[config.mk]
export PLATFORM = sky130hd
export DESIGN_NAME = sd_spi_responder
export DESIGN_NICKNAME = d
export VERILOG_FILES = /design/src/rtl/sd_spi_responder.sv
export SDC_FILE = /design/constraint.sdc
export NUM_CORES = 1
export LEC_CHECK = 0
export BUFFER_PORTS_ARGS = -buffer_cell sky130_fd_sc_hd__buf_2
export CAP_MARGIN = 20
export CORE_AREA = 2 2 135 137
export DETAILED_ROUTE_END_ITERATION = 16
export DIE_AREA = 0 0 137 139
export PLACE_DENSITY = 0.95
export SLEW_MARGIN = 20
export SYNTH_ARGS = -nofsm -noshare
export SYNTH_HDL_FRONTEND = slang
export SYNTH_SLANG_ARGS = --single-unit
[constraint.sdc]
create_clock -name sdr_clk_i -period 5.1 [get_ports sdr_clk_i]
set_clock_uncertainty 0.05 [all_clocks]
set_input_delay 0.255 -clock sdr_clk_i [delete_from_list [all_inputs] [get_ports sdr_clk_i]]
set_output_delay 0.255 -clock sdr_clk_i [all_outputs]
set_load 0.02 [all_outputs]
[src/rtl/sd_spi_responder.sv]
// sd_spi_responder: card-side SPI-mode SD model. It oversamples the host SPI
// lines, decodes 48-bit command frames and answers the init/read sequence
// (CMD0, CMD8, CMD55/ACMD41, CMD58, CMD17). A CMD17 block is streamed from a
// byte-wide memory port.
module sd_spi_responder #(
  parameter int          BLOCK_BYTES = 512,
  parameter int          NCR_BYTES   = 1,
  parameter int          NAC_BYTES   = 2,
  parameter int          ACMD41_BUSY = 2,
  parameter logic [31:0] OCR         = 32'hC0FF8000
) (
  input  logic        sdr_clk_i,
  input  logic        sdr_rst_ni,
  input  logic        spi_sck_i,
  input  logic        spi_mosi_i,
  input  logic        spi_cs_ni,
  output logic        spi_miso_o,
  output logic        mem_rd_o,
  output logic [31:0] mem_addr_o,
  input  logic [7:0]  mem_data_i,
  output logic        cmd_valid_o,
  output logic [5:0]  cmd_index_o,
  output logic [31:0] cmd_arg_o,
  output logic        card_ready_o
);

  localparam logic [2:0] S_WAIT  = 3'd0;
  localparam logic [2:0] S_CMD   = 3'd1;
  localparam logic [2:0] S_NCR   = 3'd2;
  localparam logic [2:0] S_RESP  = 3'd3;
  localparam logic [2:0] S_NAC   = 3'd4;
  localparam logic [2:0] S_TOKEN = 3'd5;
  localparam logic [2:0] S_DATA  = 3'd6;
  localparam logic [2:0] S_CRC   = 3'd7;

  localparam logic [15:0] LP_NCR_LAST   = 16'(NCR_BYTES - 1);
  localparam logic [15:0] LP_NAC_LAST   = 16'(NAC_BYTES - 1);
  localparam logic [15:0] LP_BLOCK_LAST = 16'(BLOCK_BYTES - 1);
  localparam logic [7:0]  LP_BUSY       = 8'(ACMD41_BUSY);

  // Synchronizers
  logic r_sck_meta, r_sck_sync, r_sck_prev;
  logic r_mosi_meta, r_mosi_sync;
  logic r_cs_meta, r_cs_sync;

  // Byte engine and sequencer
  logic [2:0]  r_bit_cnt;
  logic [6:0]  r_rx_shift;
  logic [7:0]  r_tx_shift;
  logic [2:0]  r_state;
  logic [15:0] r_cnt;
  logic [5:0]  r_index;
  logic [31:0] r_arg;
  logic [39:0] r_resp;
  logic [2:0]  r_resp_len;
  logic        r_data_pending;

  // Card flags
  logic        r_idle_flag;
  logic        r_app_flag;
  logic [7:0]  r_acmd41_cnt;

  // Memory prefetch
  logic        r_fetch_req;
  logic [31:0] r_fetch_addr;
  logic        r_rd_dly;
  logic [7:0]  r_mem_byte;

  logic        w_sck_rise, w_sck_fall, w_cs_active, w_start;
  logic [7:0]  w_rx_byte;
  logic [2:0]  w_next_state;
  logic [15:0] w_next_cnt;
  logic [7:0]  w_next_tx;

  logic [7:0]  w_r1;
  logic [39:0] w_dec_resp;
  logic [2:0]  w_dec_len;
  logic        w_dec_data;
  logic        w_dec_idle;
  logic        w_dec_app;
  logic        w_dec_ready;
  logic [7:0]  w_dec_acnt;

  assign w_sck_rise  = r_sck_sync & ~r_sck_prev;
  assign w_sck_fall  = ~r_sck_sync & r_sck_prev;
  assign w_cs_active = ~r_cs_sync;
  assign w_rx_byte   = {r_rx_shift, r_mosi_sync};
  assign w_start     = (w_rx_byte[7:6] == 2'b01);
  assign w_r1        = {7'd0, r_idle_flag};

  // Bring the asynchronous SPI pins into the system clock domain
  always_ff @(posedge sdr_clk_i or negedge sdr_rst_ni) begin
    if (!sdr_rst_ni) begin
      r_sck_meta  <= 1'b0;
      r_sck_sync  <= 1'b0;
      r_sck_prev  <= 1'b0;
      r_mosi_meta <= 1'b1;
      r_mosi_sync <= 1'b1;
      r_cs_meta   <= 1'b1;
      r_cs_sync   <= 1'b1;
    end else begin
      r_sck_meta  <= spi_sck_i;
      r_sck_sync  <= r_sck_meta;
      r_sck_prev  <= r_sck_sync;
      r_mosi_meta <= spi_mosi_i;
      r_mosi_sync <= r_mosi_meta;
      r_cs_meta   <= spi_cs_ni;
      r_cs_sync   <= r_cs_meta;
    end
  end

  // Sequencer: phase and byte count of the byte loaded at the next boundary
  always_comb begin
    w_next_state = r_state;
    w_next_cnt   = r_cnt + 16'd1;
    case (r_state)
      S_WAIT: begin
        w_next_cnt = 16'd0;
        if (w_start) w_next_state = S_CMD;
      end
      S_CMD: if (r_cnt == 16'd4) begin
        w_next_state = S_NCR;
        w_next_cnt   = 16'd0;
      end
      S_NCR: if (r_cnt == LP_NCR_LAST) begin
        w_next_state = S_RESP;
        w_next_cnt   = 16'd0;
      end
      S_RESP: if (r_cnt + 16'd1 == {13'd0, r_resp_len}) begin
        w_next_state = r_data_pending ? S_NAC : S_WAIT;
        w_next_cnt   = 16'd0;
      end
      S_NAC: if (r_cnt == LP_NAC_LAST) begin
        w_next_state = S_TOKEN;
        w_next_cnt   = 16'd0;
      end
      S_TOKEN: begin
        w_next_state = S_DATA;
        w_next_cnt   = 16'd0;
      end
      S_DATA: if (r_cnt == LP_BLOCK_LAST) begin
        w_next_state = S_CRC;
        w_next_cnt   = 16'd0;
      end
      default: if (r_cnt == 16'd1) begin
        w_next_state = S_WAIT;
        w_next_cnt   = 16'd0;
      end
    endcase
    case (w_next_state)
      S_RESP:  w_next_tx = r_resp[39:32];
      S_TOKEN: w_next_tx = 8'hFE;
      S_DATA:  w_next_tx = r_mem_byte;
      default: w_next_tx = 8'hFF;
    endcase
  end

  // Command decode: response bytes and card flag updates for the completed frame
  always_comb begin
    w_dec_resp  = {w_r1, 32'hFFFF_FFFF};
    w_dec_len   = 3'd1;
    w_dec_data  = 1'b0;
    w_dec_idle  = r_idle_flag;
    w_dec_app   = 1'b0;
    w_dec_ready = card_ready_o;
    w_dec_acnt  = r_acmd41_cnt;
    case (r_index)
      6'd0: begin
        w_dec_resp  = {8'h01, 32'hFFFF_FFFF};
        w_dec_idle  = 1'b1;
        w_dec_ready = 1'b0;
        w_dec_acnt  = 8'd0;
      end
      6'd8: begin
        w_dec_resp = {w_r1, 8'h00, 8'h00, 4'h0, r_arg[11:8], r_arg[7:0]};
        w_dec_len  = 3'd5;
      end
      6'd55: w_dec_app = 1'b1;
      6'd41: begin
        if (!r_app_flag) begin
          w_dec_resp = {(8'h04 | w_r1), 32'hFFFF_FFFF};
        end else if (r_acmd41_cnt < LP_BUSY) begin
          w_dec_resp = {8'h01, 32'hFFFF_FFFF};
          w_dec_acnt = r_acmd41_cnt + 8'd1;
        end else begin
          w_dec_resp  = {8'h00, 32'hFFFF_FFFF};
          w_dec_idle  = 1'b0;
          w_dec_ready = 1'b1;
        end
      end
      6'd58: begin
        w_dec_resp = {w_r1, OCR};
        w_dec_len  = 3'd5;
      end
      6'd17: begin
        if (r_idle_flag) begin
          w_dec_resp = {8'h05, 32'hFFFF_FFFF};
        end else begin
          w_dec_resp = {8'h00, 32'hFFFF_FFFF};
          w_dec_data = 1'b1;
        end
      end
      default: w_dec_resp = {(8'h04 | w_r1), 32'hFFFF_FFFF};
    endcase
  end

  // SPI shifting, byte-boundary sequencing, decode commit and memory prefetch
  always_ff @(posedge sdr_clk_i or negedge sdr_rst_ni) begin
    if (!sdr_rst_ni) begin
      spi_miso_o     <= 1'b1;
      mem_rd_o       <= 1'b0;
      mem_addr_o     <= 32'd0;
      cmd_valid_o    <= 1'b0;
      cmd_index_o    <= 6'd0;
      cmd_arg_o      <= 32'd0;
      card_ready_o   <= 1'b0;
      r_bit_cnt      <= 3'd0;
      r_rx_shift     <= 7'd0;
      r_tx_shift     <= 8'hFF;
      r_state        <= S_WAIT;
      r_cnt          <= 16'd0;
      r_index        <= 6'd0;
      r_arg          <= 32'd0;
      r_resp         <= 40'hFF_FFFF_FFFF;
      r_resp_len     <= 3'd1;
      r_data_pending <= 1'b0;
      r_idle_flag    <= 1'b1;
      r_app_flag     <= 1'b0;
      r_acmd41_cnt   <= 8'd0;
      r_fetch_req    <= 1'b0;
      r_fetch_addr   <= 32'd0;
      r_rd_dly       <= 1'b0;
      r_mem_byte     <= 8'hFF;
    end else begin
      cmd_valid_o <= 1'b0;
      mem_rd_o    <= 1'b0;
      r_rd_dly    <= mem_rd_o;
      if (r_rd_dly) r_mem_byte <= mem_data_i;
      if (r_fetch_req) begin
        mem_rd_o     <= 1'b1;
        mem_addr_o   <= r_fetch_addr;
        r_fetch_addr <= r_fetch_addr + 32'd1;
        r_fetch_req  <= 1'b0;
      end

      if (!w_cs_active) begin
        r_bit_cnt   <= 3'd0;
        r_state     <= S_WAIT;
        r_cnt       <= 16'd0;
        r_tx_shift  <= 8'hFF;
        spi_miso_o  <= 1'b1;
        r_fetch_req <= 1'b0;
      end else begin
        if (w_sck_fall) begin
          spi_miso_o <= r_tx_shift[7];
          r_tx_shift <= {r_tx_shift[6:0], 1'b1};
        end
        if (w_sck_rise) begin
          r_rx_shift <= w_rx_byte[6:0];
          r_bit_cnt  <= r_bit_cnt + 3'd1;
          if (r_bit_cnt == 3'd7) begin
            r_state    <= w_next_state;
            r_cnt      <= w_next_cnt;
            r_tx_shift <= w_next_tx;
            if (w_next_state == S_RESP) r_resp <= {r_resp[31:0], 8'hFF};
            case (r_state)
              S_WAIT: if (w_start) r_index <= w_rx_byte[5:0];
              S_CMD: begin
                if (r_cnt < 16'd4) begin
                  r_arg <= {r_arg[23:0], w_rx_byte};
                end else begin
                  // CRC byte: the frame is complete, commit its effects
                  cmd_valid_o    <= 1'b1;
                  cmd_index_o    <= r_index;
                  cmd_arg_o      <= r_arg;
                  r_resp         <= w_dec_resp;
                  r_resp_len     <= w_dec_len;
                  r_data_pending <= w_dec_data;
                  r_idle_flag    <= w_dec_idle;
                  r_app_flag     <= w_dec_app;
                  card_ready_o   <= w_dec_ready;
                  r_acmd41_cnt   <= w_dec_acnt;
                  r_fetch_addr   <= r_arg;
                end
              end
              default: ;
            endcase
            // Fetch one byte ahead: byte 0 on entering NAC, byte k+1 while byte k loads
            if ((r_state == S_RESP && w_next_state == S_NAC) ||
                (w_next_state == S_DATA && w_next_cnt != LP_BLOCK_LAST)) begin
              r_fetch_req <= 1'b1;
            end
          end
        end
      end
    end
  end

endmodule
==> results of run 1 <==
==> cells in the mapped netlist, drive strengths merged (15+ instances only) <==
library cell  number  area (sq um)
dfstp             62          1630
a2bb2oi           19           166
o21ai             57           297
nand4             19           140
mux2              85           957
xor2              25           219
nand3             37           195
nand2            184           693
buf               33           191
nor2              45           171
a22oi             15           113
mux2i             15           150
clkbuf            29           109
dfrtp            188          4700
a21oi             24           139
==> through the flow <==
step | cells | util, % | hold slack, ps | worst slack [ps]
6_report | 1337 | 72.7 | 247 | 855
5_1_grt | 1337 | 72.7 | 312 | 594
4_1_cts | 1337 | 72.7 | 299 | 917
3_5_place_dp | 1279 | 66.8 | 262 | 1120
3_3_place_gp | 1279 | 66.8 | 266 | 1360
2_1_floorplan | 1018 | - | -90.6 | 2420
==> kinds of logic after synthesis <==
kind of cell	after synthesis
buffers and inverters	76
adder cells (fa/ha/maj)	8
AND/OR/NAND/NOR	366
AO/OA/AOI/OAI	182
XOR/XNOR	36
flip-flops	250
multiplexers	100
==> path summary, 6_finish.rpt <==
| path | start | endpoint | slack (ps) |
|---|---|---|---|
| worst max-delay path | r_sck_sync | r_fetch_addr[26] | 860 |
| worst min-delay path | sdr_rst_ni | r_sck_meta | 250 |
| worst max register to register | r_sck_sync | r_fetch_addr[26] | 860 |
| worst min register to register | r_cs_meta | r_cs_sync | 310 |
| max in group asynchronous | sdr_rst_ni | mem_addr_o[6] | 3490 |
| min in group sdr_clk_i | spi_mosi_i | r_mosi_meta | 310 |
==> layer usage <==
metal / track usage [%] / part of all wire [%]
met1: 43.6 / 39
met2: 50.8 / 48
met3: 6.14 / 8.5
met4: 14.3 / 5.2
met5: 0 / 0
==> power by group through the flow <==
stage	sequential, mW	clock (mW)	combinational [mW]
after floorplan	2.06	0	0.0405
after global placement	2.07	0	0.0892
after detailed placement	2.08	0	0.0927
after CTS	2.04	2.08	0.102
after global routing	2.04	2.17	0.115
final	2.04	2.09	0.101
==> layout by cell type, fill, tap and decap left out, drive strengths merged, types with 10 or more instances in the layout <==
master | netlist | routed
a22oi | 15 | 15
inv | 14 | 15
and3 | 14 | 14
xor2 | 25 | 25
nor3 | 14 | 14
xnor2 | 11 | 11
o21ai | 57 | 57
mux2 | 85 | 85
nor4 | 10 | 10
clkbuf | 29 | 32
nand3 | 37 | 37
a2bb2oi | 19 | 19
buf | 33 | 94
dfstp | 62 | 62
nand4 | 19 | 19
a221o | 14 | 14
mux2i | 15 | 15
dlygate4sd3 | 0 | 12
dfrtp | 188 | 188
nand2 | 184 | 184
a21oi | 24 | 24
nor2 | 45 | 45
==> worst register-to-register path: stages (launching register included) <==
cell,delay [ps]
sky130_fd_sc_hd__dfrtp_1,380
sky130_fd_sc_hd__nor2b_1,460
sky130_fd_sc_hd__nor2b_1,660
sky130_fd_sc_hd__nand2_1,360
sky130_fd_sc_hd__or3_2,540
sky130_fd_sc_hd__buf_4,340
sky130_fd_sc_hd__inv_2,880
sky130_fd_sc_hd__nand2_1,280
sky130_fd_sc_hd__o21ai_0,190
==> sequential cells by signal, summed over array words and instances (netlist names), 3 cells and up <==
signal	cells
r_cnt	16
r_index	6
r_rx_shift	7
r_state	3
cmd_index_o	6
r_fetch_addr	32
r_bit_cnt	3
cmd_arg_o	32
r_tx_shift	8
r_resp	40
mem_addr_o	32
r_acmd41_cnt	8
r_mem_byte	8
r_arg	32
==> timing repair <==
action | 4_1_cts | 5_1_grt
endpoints found under the setup margin | 0 | 0
hold buffers | 12 | 0
buffers inserted | 0 | 0
endpoints found under the hold margin | 48 | 0
==> area by class of cell <==
| type | instances | share of cell area [%] |
|---|---|---|
| timing repair buffer | 106 | 4.93 |
| tap | 229 | 2.23 |
| multi-input combinational | 692 | 35.8 |
| sequential | 250 | 49.3 |
| inverter | 14 | 0.409 |
| clock inverter | 14 | 1.90 |
| clock buffer | 32 | 5.39 |
==> results.txt, run 1 <==
The depth of the worst register-to-register path is 8. The multiplexer area fraction after synthesis is 9.81%. The number of buffers added by the clock tree synthesis step came out at 25. The clock-pin slew on the worst setup and hold paths is 60 ps. The die outline area is 19000 sq um. The clock network is responsible for 49.3% of the overall power. Among all flip-flop cells after synthesis, the most frequent one is sky130_fd_sc_hd__dfrtp_1. The max capacitance violation total is 0. The total number of cells along the worst setup path is 8. The count of buffers inserted at the top-level ports came out at 86. In the routed design, unresolved DRC markers number 0. The number of sinks driven by the clock tree came out at 250.

The placed instances occupy a cell area of 11800 sq um. The critical path goes through nor2b_1 > nor2b_1 > nand2_1 > or3_2 > buf_4 > inv_2 > nand2_1 > o21ai_0. The number of core rows came out at 49. CTS placed an instance of sky130_fd_sc_hd__clkbuf_16 at the clock tree root. The total number of nets in the final design is 1110. The number of buffers and inverters on the critical path came out at 2. The number of antenna violations at the first check in global routing came to 0. The number of enable flip-flop cells after synthesis came out at 0. The top-level I/O count came out at 87. The analysis attributes to net switching a power of 0.905 mW. The path type of the worst setup path is register to register. The routed wire length came out at 30400 microns.

The final-layout fill cell count came out at 1022. Headroom to the max-slew limit came out at 22.2%. Once the floorplan was initialized, standard cells occupied 63.9% of the core.

For the pin with the worst max-slew slack, the measured transition is 1170 ps. The total vias in the final route is 8900. The iteration-0 DRC count of the detailed router came out at 1141. Measured along the x axis, the die boundary spans 137 microns.

The data arrival time of the critical path is 4620 ps. The time the final worst path needs with I/O delays and setup came out at 4240 ps. The net switching share of the total power came out at 21.4%. The cell internal power dissipation is 3.33 mW. The core region area came out at 17700 sq um. The compound-cell area share of the yosys netlist came out at 11.6%. The xor and xnor fraction of the mapped netlist area came out at 2.79%. The maximum fanout along the worst path came out at 69. The layout-stage area growth over the synthesis result came out at 13.8%. The power density over the cells came out at 329 nW/um^2.

Summing all multi-input logic gate instances after layout gives 4600 sq um. The final number of hold-violating endpoints is 0. The adder-cell share of the synthesized area is 0.887%. The post-synthesis register bit count came out at 250. The average footprint of a synthesized cell came out at 11.1 sq um. The via count of the first global-routing pass came to 8725.

The final weighted congestion in routability-driven placement came out at 0.893. The worst setup path is launched from a register. By area, the combinational part of the netlist is dominated by simple AND/OR/NAND/NOR gates.

The half-perimeter wire length of the detailed placement result is 16900 microns. Entering global routing, the biggest net connects 157 pins. Grouping stages by cell kind, the critical path spends the most delay in simple AND/OR/NAND/NOR gates. Of all flip-flops after synthesis, the portion carrying an async set or reset was 100%.

Summing all flip-flop and latch instances after layout gives 6330 sq um. The later-pin clock latency in the skew report is 540 ps. At the worst endpoint, the required time is 5480 ps. The worst hold path class is primary input to async pin. For this design, the slowest cell found on the critical path is sky130_fd_sc_hd__inv_2. TritonCTS built the clock tree. Timing would allow up to 236 MHz.

The all-layer global routing usage is 32.2%. After synthesis, the netlist uses 72 different library cells. The final max-slew violation count is 0. The number of cells produced by synthesis came out at 1018. The die extent in y came out at 139 microns. Cells with a size suffix above 1 make up 28.2% of the layout. The nature of the critical path endpoint is a register. The iteration count of the initial detailed-routing pass came out at 5.

After synthesis, flip-flops and latches occupy 56.1% of the total area. Setup repair after global routing left no endpoint under its margin. After Yosys synthesis, and, or, nand and nor cells account for 15.7% of the synthesized area. The routed via count divided by cell count is 6.66.

Once detail routing completed, the nets flagged for antenna violations numbered 0. The leakage dissipation came out at 6.13 nW. The final cycle utilization of the critical path is 83.2%. IR analysis of the VDD net gives a maximum drop of 0.318 mV.

The delay of the slowest cell on the worst path is 860 ps. The first global-routing pass estimated 48300 microns of wire. The final total power came out at 4.23 mW. The post-cts resize count is 0. Setup violations remaining at the end of the flow were counted as 0.

Summing every instance area after synthesis gives 11300 sq um. The aggregate negative setup slack is 0 ps. The post-layout instance area is 12800 sq um. The synthesized netlist net count is 1039. Global routing finished with a remaining overflow of 0. The H-tree depth is 1.

The repair_antennas step left the layout with diodes totalling 0. The proportion of power drawn by combinational gates is 2.4%. Dividing the detail-routed wire length by the instance count gives 22.7 microns. The longest clock path from root to sink contains 3 buffers. Per report_power, the sequential group accounts for 48.3% of the total. The flow ran to the end, and the final reports show no timing, DRC or antenna violations. For this run, the number of Yosys warnings is 0.
Note: power is estimated with default switching activity, not from simulation.
==> run 2: changes to the inputs <==
--- a/config.mk
+++ b/config.mk
@@ -7,10 +7,10 @@
 export LEC_CHECK = 0
 export BUFFER_PORTS_ARGS = -buffer_cell sky130_fd_sc_hd__buf_2
 export CAP_MARGIN = 20
-export CORE_AREA = 2 2 135 137
+export CORE_AREA = 2 2 141 143
 export DETAILED_ROUTE_END_ITERATION = 16
-export DIE_AREA = 0 0 137 139
-export PLACE_DENSITY = 0.95
+export DIE_AREA = 0 0 143 145
+export PLACE_DENSITY = 0.88
 export SLEW_MARGIN = 20
 export SYNTH_ARGS = -nofsm -noshare
 export SYNTH_HDL_FRONTEND = slang
==> constraint.sdc (replaced) <==
create_clock -name sdr_clk_i -period 4.42 [get_ports sdr_clk_i]
set_clock_uncertainty 0.05 [all_clocks]
set_input_delay 0.221 -clock sdr_clk_i [delete_from_list [all_inputs] [get_ports sdr_clk_i]]
set_output_delay 0.221 -clock sdr_clk_i [all_outputs]
set_load 0.02 [all_outputs]
==> run 2 against run 1 <==
  * Sequential share of layout area fell by 0.067 points
  * Die area rose by 8.9%
  * Cell count rose by 3.0%
  * Largest power group is now registers
  * Clock power increased by 5%
  * Critical path depth is the same
  * Total power rose by 10%
  * Register-to-register slack hardly changed
  * Largest cell class unchanged
  * Cell area rose by 0.14%
  * Critical path type unchanged
  * Global-route usage shrank 6.6 points
  * Core utilization is 5.8 points lower
  * Wire length down 14%
  * Fmax increased by 19%
==> results.txt, run 2 (same netlist as run 1, synthesis figures left out) <==
The placed cell area came out at 11900 sq um (+0.74%). The met1 layer wirelength in the final routing is 10800 microns (-7.9%). The total vias in the final route came to 8349 (-6.2%).

The iteration count of the initial detailed-routing pass came out at 6 (+1). The number of sinks driven by the clock tree came out at 250 (unchanged). The largest vdd supply drop came to 0.354 mV (+11%). The final cycle utilization of the critical path is 80.8% (-2.5 points). TritonCTS built the clock tree.

The half-perimeter wire length of the detailed placement result came out at 16700 microns (-0.83%). The final total power came to 4.67 mW (+10%). The die outline area came to 20700 sq um (+8.9%). The met2 wirelength from detailed routing is 12600 microns (-13%). The pin count of the biggest net entering global routing came to 128 (-18%).

The number of inserted diodes came out at 0 (unchanged). The path type of the worst setup path is register to register. The nature of the critical path endpoint is a register.

The number of buffers added by the clock tree synthesis step came to 25 (unchanged). The final number of hold-violating endpoints is 0 (unchanged). The via count of the first global-routing pass came out at 8319 (-4.7%). The aggregate negative setup slack is 0 ps (unchanged). The transition time at the pin with the least slew margin was 1160 ps (-8.50 ps). The number of core rows came to 51 (+4.1%). The most common library cell in the layout ignoring fill and taps is sky130_fd_sc_hd__dfrtp_1. The number of routed nets with antenna violations is 0 (unchanged). The final max-slew violation count came out at 0 (unchanged). The maximum clock frequency is 280 MHz (+19%). The iteration-0 DRC count of the detailed router came to 897 (-21%).

The leakage dissipation was 6.13 nW (about the same). The max capacitance violation total came to 0 (unchanged). In the layout the commonest cells are 188 x sky130_fd_sc_hd__dfrtp_1, 183 x sky130_fd_sc_hd__nand2_1, 85 x sky130_fd_sc_hd__mux2_2, 85 x sky130_fd_sc_hd__buf_2, 62 x sky130_fd_sc_hd__dfstp_2.

The routed via count divided by cell count was 6.06 (-8.9%). The H-tree depth came out at 1 (unchanged). The total DRC errors in the routed layout was 0 (unchanged). The required time of the critical path was 4770 ps (-710 ps). The core utilization of the finished layout is 67.0% (-5.8 points).

Setup repair after global routing left no endpoint under its margin. The maximum clock insertion buffer count came out at 3 (unchanged). The critical path startpoint category is a register. The routed length on met3 came to 1870 microns (-28%). The worst hold path class is primary input to register. The all-layer global routing usage is 25.6% (-6.6 points). The die extent in y came out at 145 microns (+4.3%). The final weighted congestion in routability-driven placement is 0.912 (+2.1%).

The count of buffers inserted at the top-level ports is 86 (unchanged). The post-cts resize count is 0 (unchanged). The hold buffer count at cts came out at 12 (unchanged). The number of antenna violations at the first check in global routing is 0 (unchanged). The later-pin clock latency in the skew report is 520 ps (-20 ps).

The power density over the cells was 363 nW/um^2 (+10%). The total setup buffers inserted after CTS was 0 (unchanged). The core region area is 19200 sq um (+8.8%). The number of standard cells in the final layout excluding fillers came to 1377 (+3.0%). The number of flip-flops under the largest register name came out at 40 (unchanged). The top-level I/O count was 87 (unchanged). The highest layer touched by signal routing is met4. The layout-stage area growth over the synthesis result came out at 14.0%. The run finished with clean final reports. The maximum fanout along the worst path came out at 30 (-57%). The number of cells in the design after placement came out at 1319 (+3.1%).

The final-layout fill cell count is 1318 (+29%). The data arrival time of the critical path is 3920 ps (-700 ps). The routed wirelength normalized by instance count is 18.9 microns (-17%). The post-layout instance area came out at 12900 sq um (+0.14%).

The horizontal extent of the die came to 143 microns (+4.4%). The wire length of the first global-routing pass came to 43200 microns (-11%). The time the final worst path needs with I/O delays and setup was 3570 ps (-675 ps).

The share of cells above drive strength 1 was 28.3% (+0.17 points). The routed wire length is 26100 microns (-14%). More flip-flops sit in one register than any other, and that register is r_resp. The tree is rooted in a sky130_fd_sc_hd__clkbuf_16. The total number of nets in the final design came out at 1114 (+0.36%).

The final count of negative-setup-slack endpoints came to 0 (unchanged). The normalized max-slew margin came to 22.7% (+0.57 points). The global route total overflow came out at 0 (unchanged). The starting utilization of the core area is 58.7% (-5.2 points). The clock-pin slew on the worst setup and hold paths came out at 60 ps (about the same).
## run 2: cell count changes in the layout (fill, tap and decap cells not counted)
cell	before	now
sky130_fd_sc_hd__inv_16	1	0
sky130_fd_sc_hd__clkinv_4	1	0
sky130_fd_sc_hd__buf_4	7	10
sky130_fd_sc_hd__buf_12	1	2
sky130_fd_sc_hd__inv_6	0	1
sky130_fd_sc_hd__clkbuf_1	3	4
sky130_fd_sc_hd__clkinv_2	4	6
sky130_fd_sc_hd__clkinvlp_4	2	0
sky130_fd_sc_hd__clkbuf_8	4	7
sky130_fd_sc_hd__bufinv_16	6	3
## run 2: worst paths after layout
path | from | end | slack (ps) | depth (start not counted)
setup / recovery | r_sck_sync | r_resp[6] | 850 | 8
hold / removal | spi_mosi_i | r_mosi_meta | 290 | 2
setup reg to reg | r_sck_sync | r_resp[6] | 850 | 8
hold reg to reg | r_sck_meta | r_sck_sync | 300 | 0
max in group asynchronous | sdr_rst_ni | r_cnt[3] | 2840 | 3
min in group asynchronous | sdr_rst_ni | cmd_index_o[0] | 340 | 2
## run 2: worst max-delay path, stage by stage (launching register included)
cell,delay (ps)
sky130_fd_sc_hd__dfrtp_1,360
sky130_fd_sc_hd__nor2b_1,460
sky130_fd_sc_hd__nor2b_1,200
sky130_fd_sc_hd__buf_4,180
sky130_fd_sc_hd__nand2_1,190
sky130_fd_sc_hd__or3_2,840
sky130_fd_sc_hd__buf_4,360
sky130_fd_sc_hd__nor2b_1,590
sky130_fd_sc_hd__a2bb2oi_1,230
## run 2: final cells by class
cell class / instances / area (sq um) / area share, %
well taps: 265 / 332 / 2.58
repair buffers: 110 / 676 / 5.25
multi-input cells: 692 / 4600 / 35.8
clock buffers: 36 / 737 / 5.73
clock inverters: 10 / 129 / 1.00
inverters: 14 / 52.6 / 0.409
flip-flops and latches: 250 / 6330 / 49.2
## run 2: layer usage
metal / vias to the layer above / GRT usage, %
met2: 388 / 40.6
met3: 72 / 5.21
met4: 0 / 8.76
met1: 4132 / 35.2
li1: 3757 / -
met5: - / 0
## run 2: report_power, final
group	leakage (nW)	internal, mW	switching (mW)	total, mW
registers	3.25	2.32	0.0330	2.36
clock network	0.434	1.33	0.867	2.20
logic	2.45	0.0461	0.0685	0.115
total	6.13	3.70	0.968	4.67
## run 2: per-stage QoR
stage,hold WS (ps),setup slack (ps)
6_report,287,850
5_1_grt,298,628
4_1_cts,274,871
3_5_place_dp,277,1000
3_3_place_gp,281,1170
2_1_floorplan,-125,1740
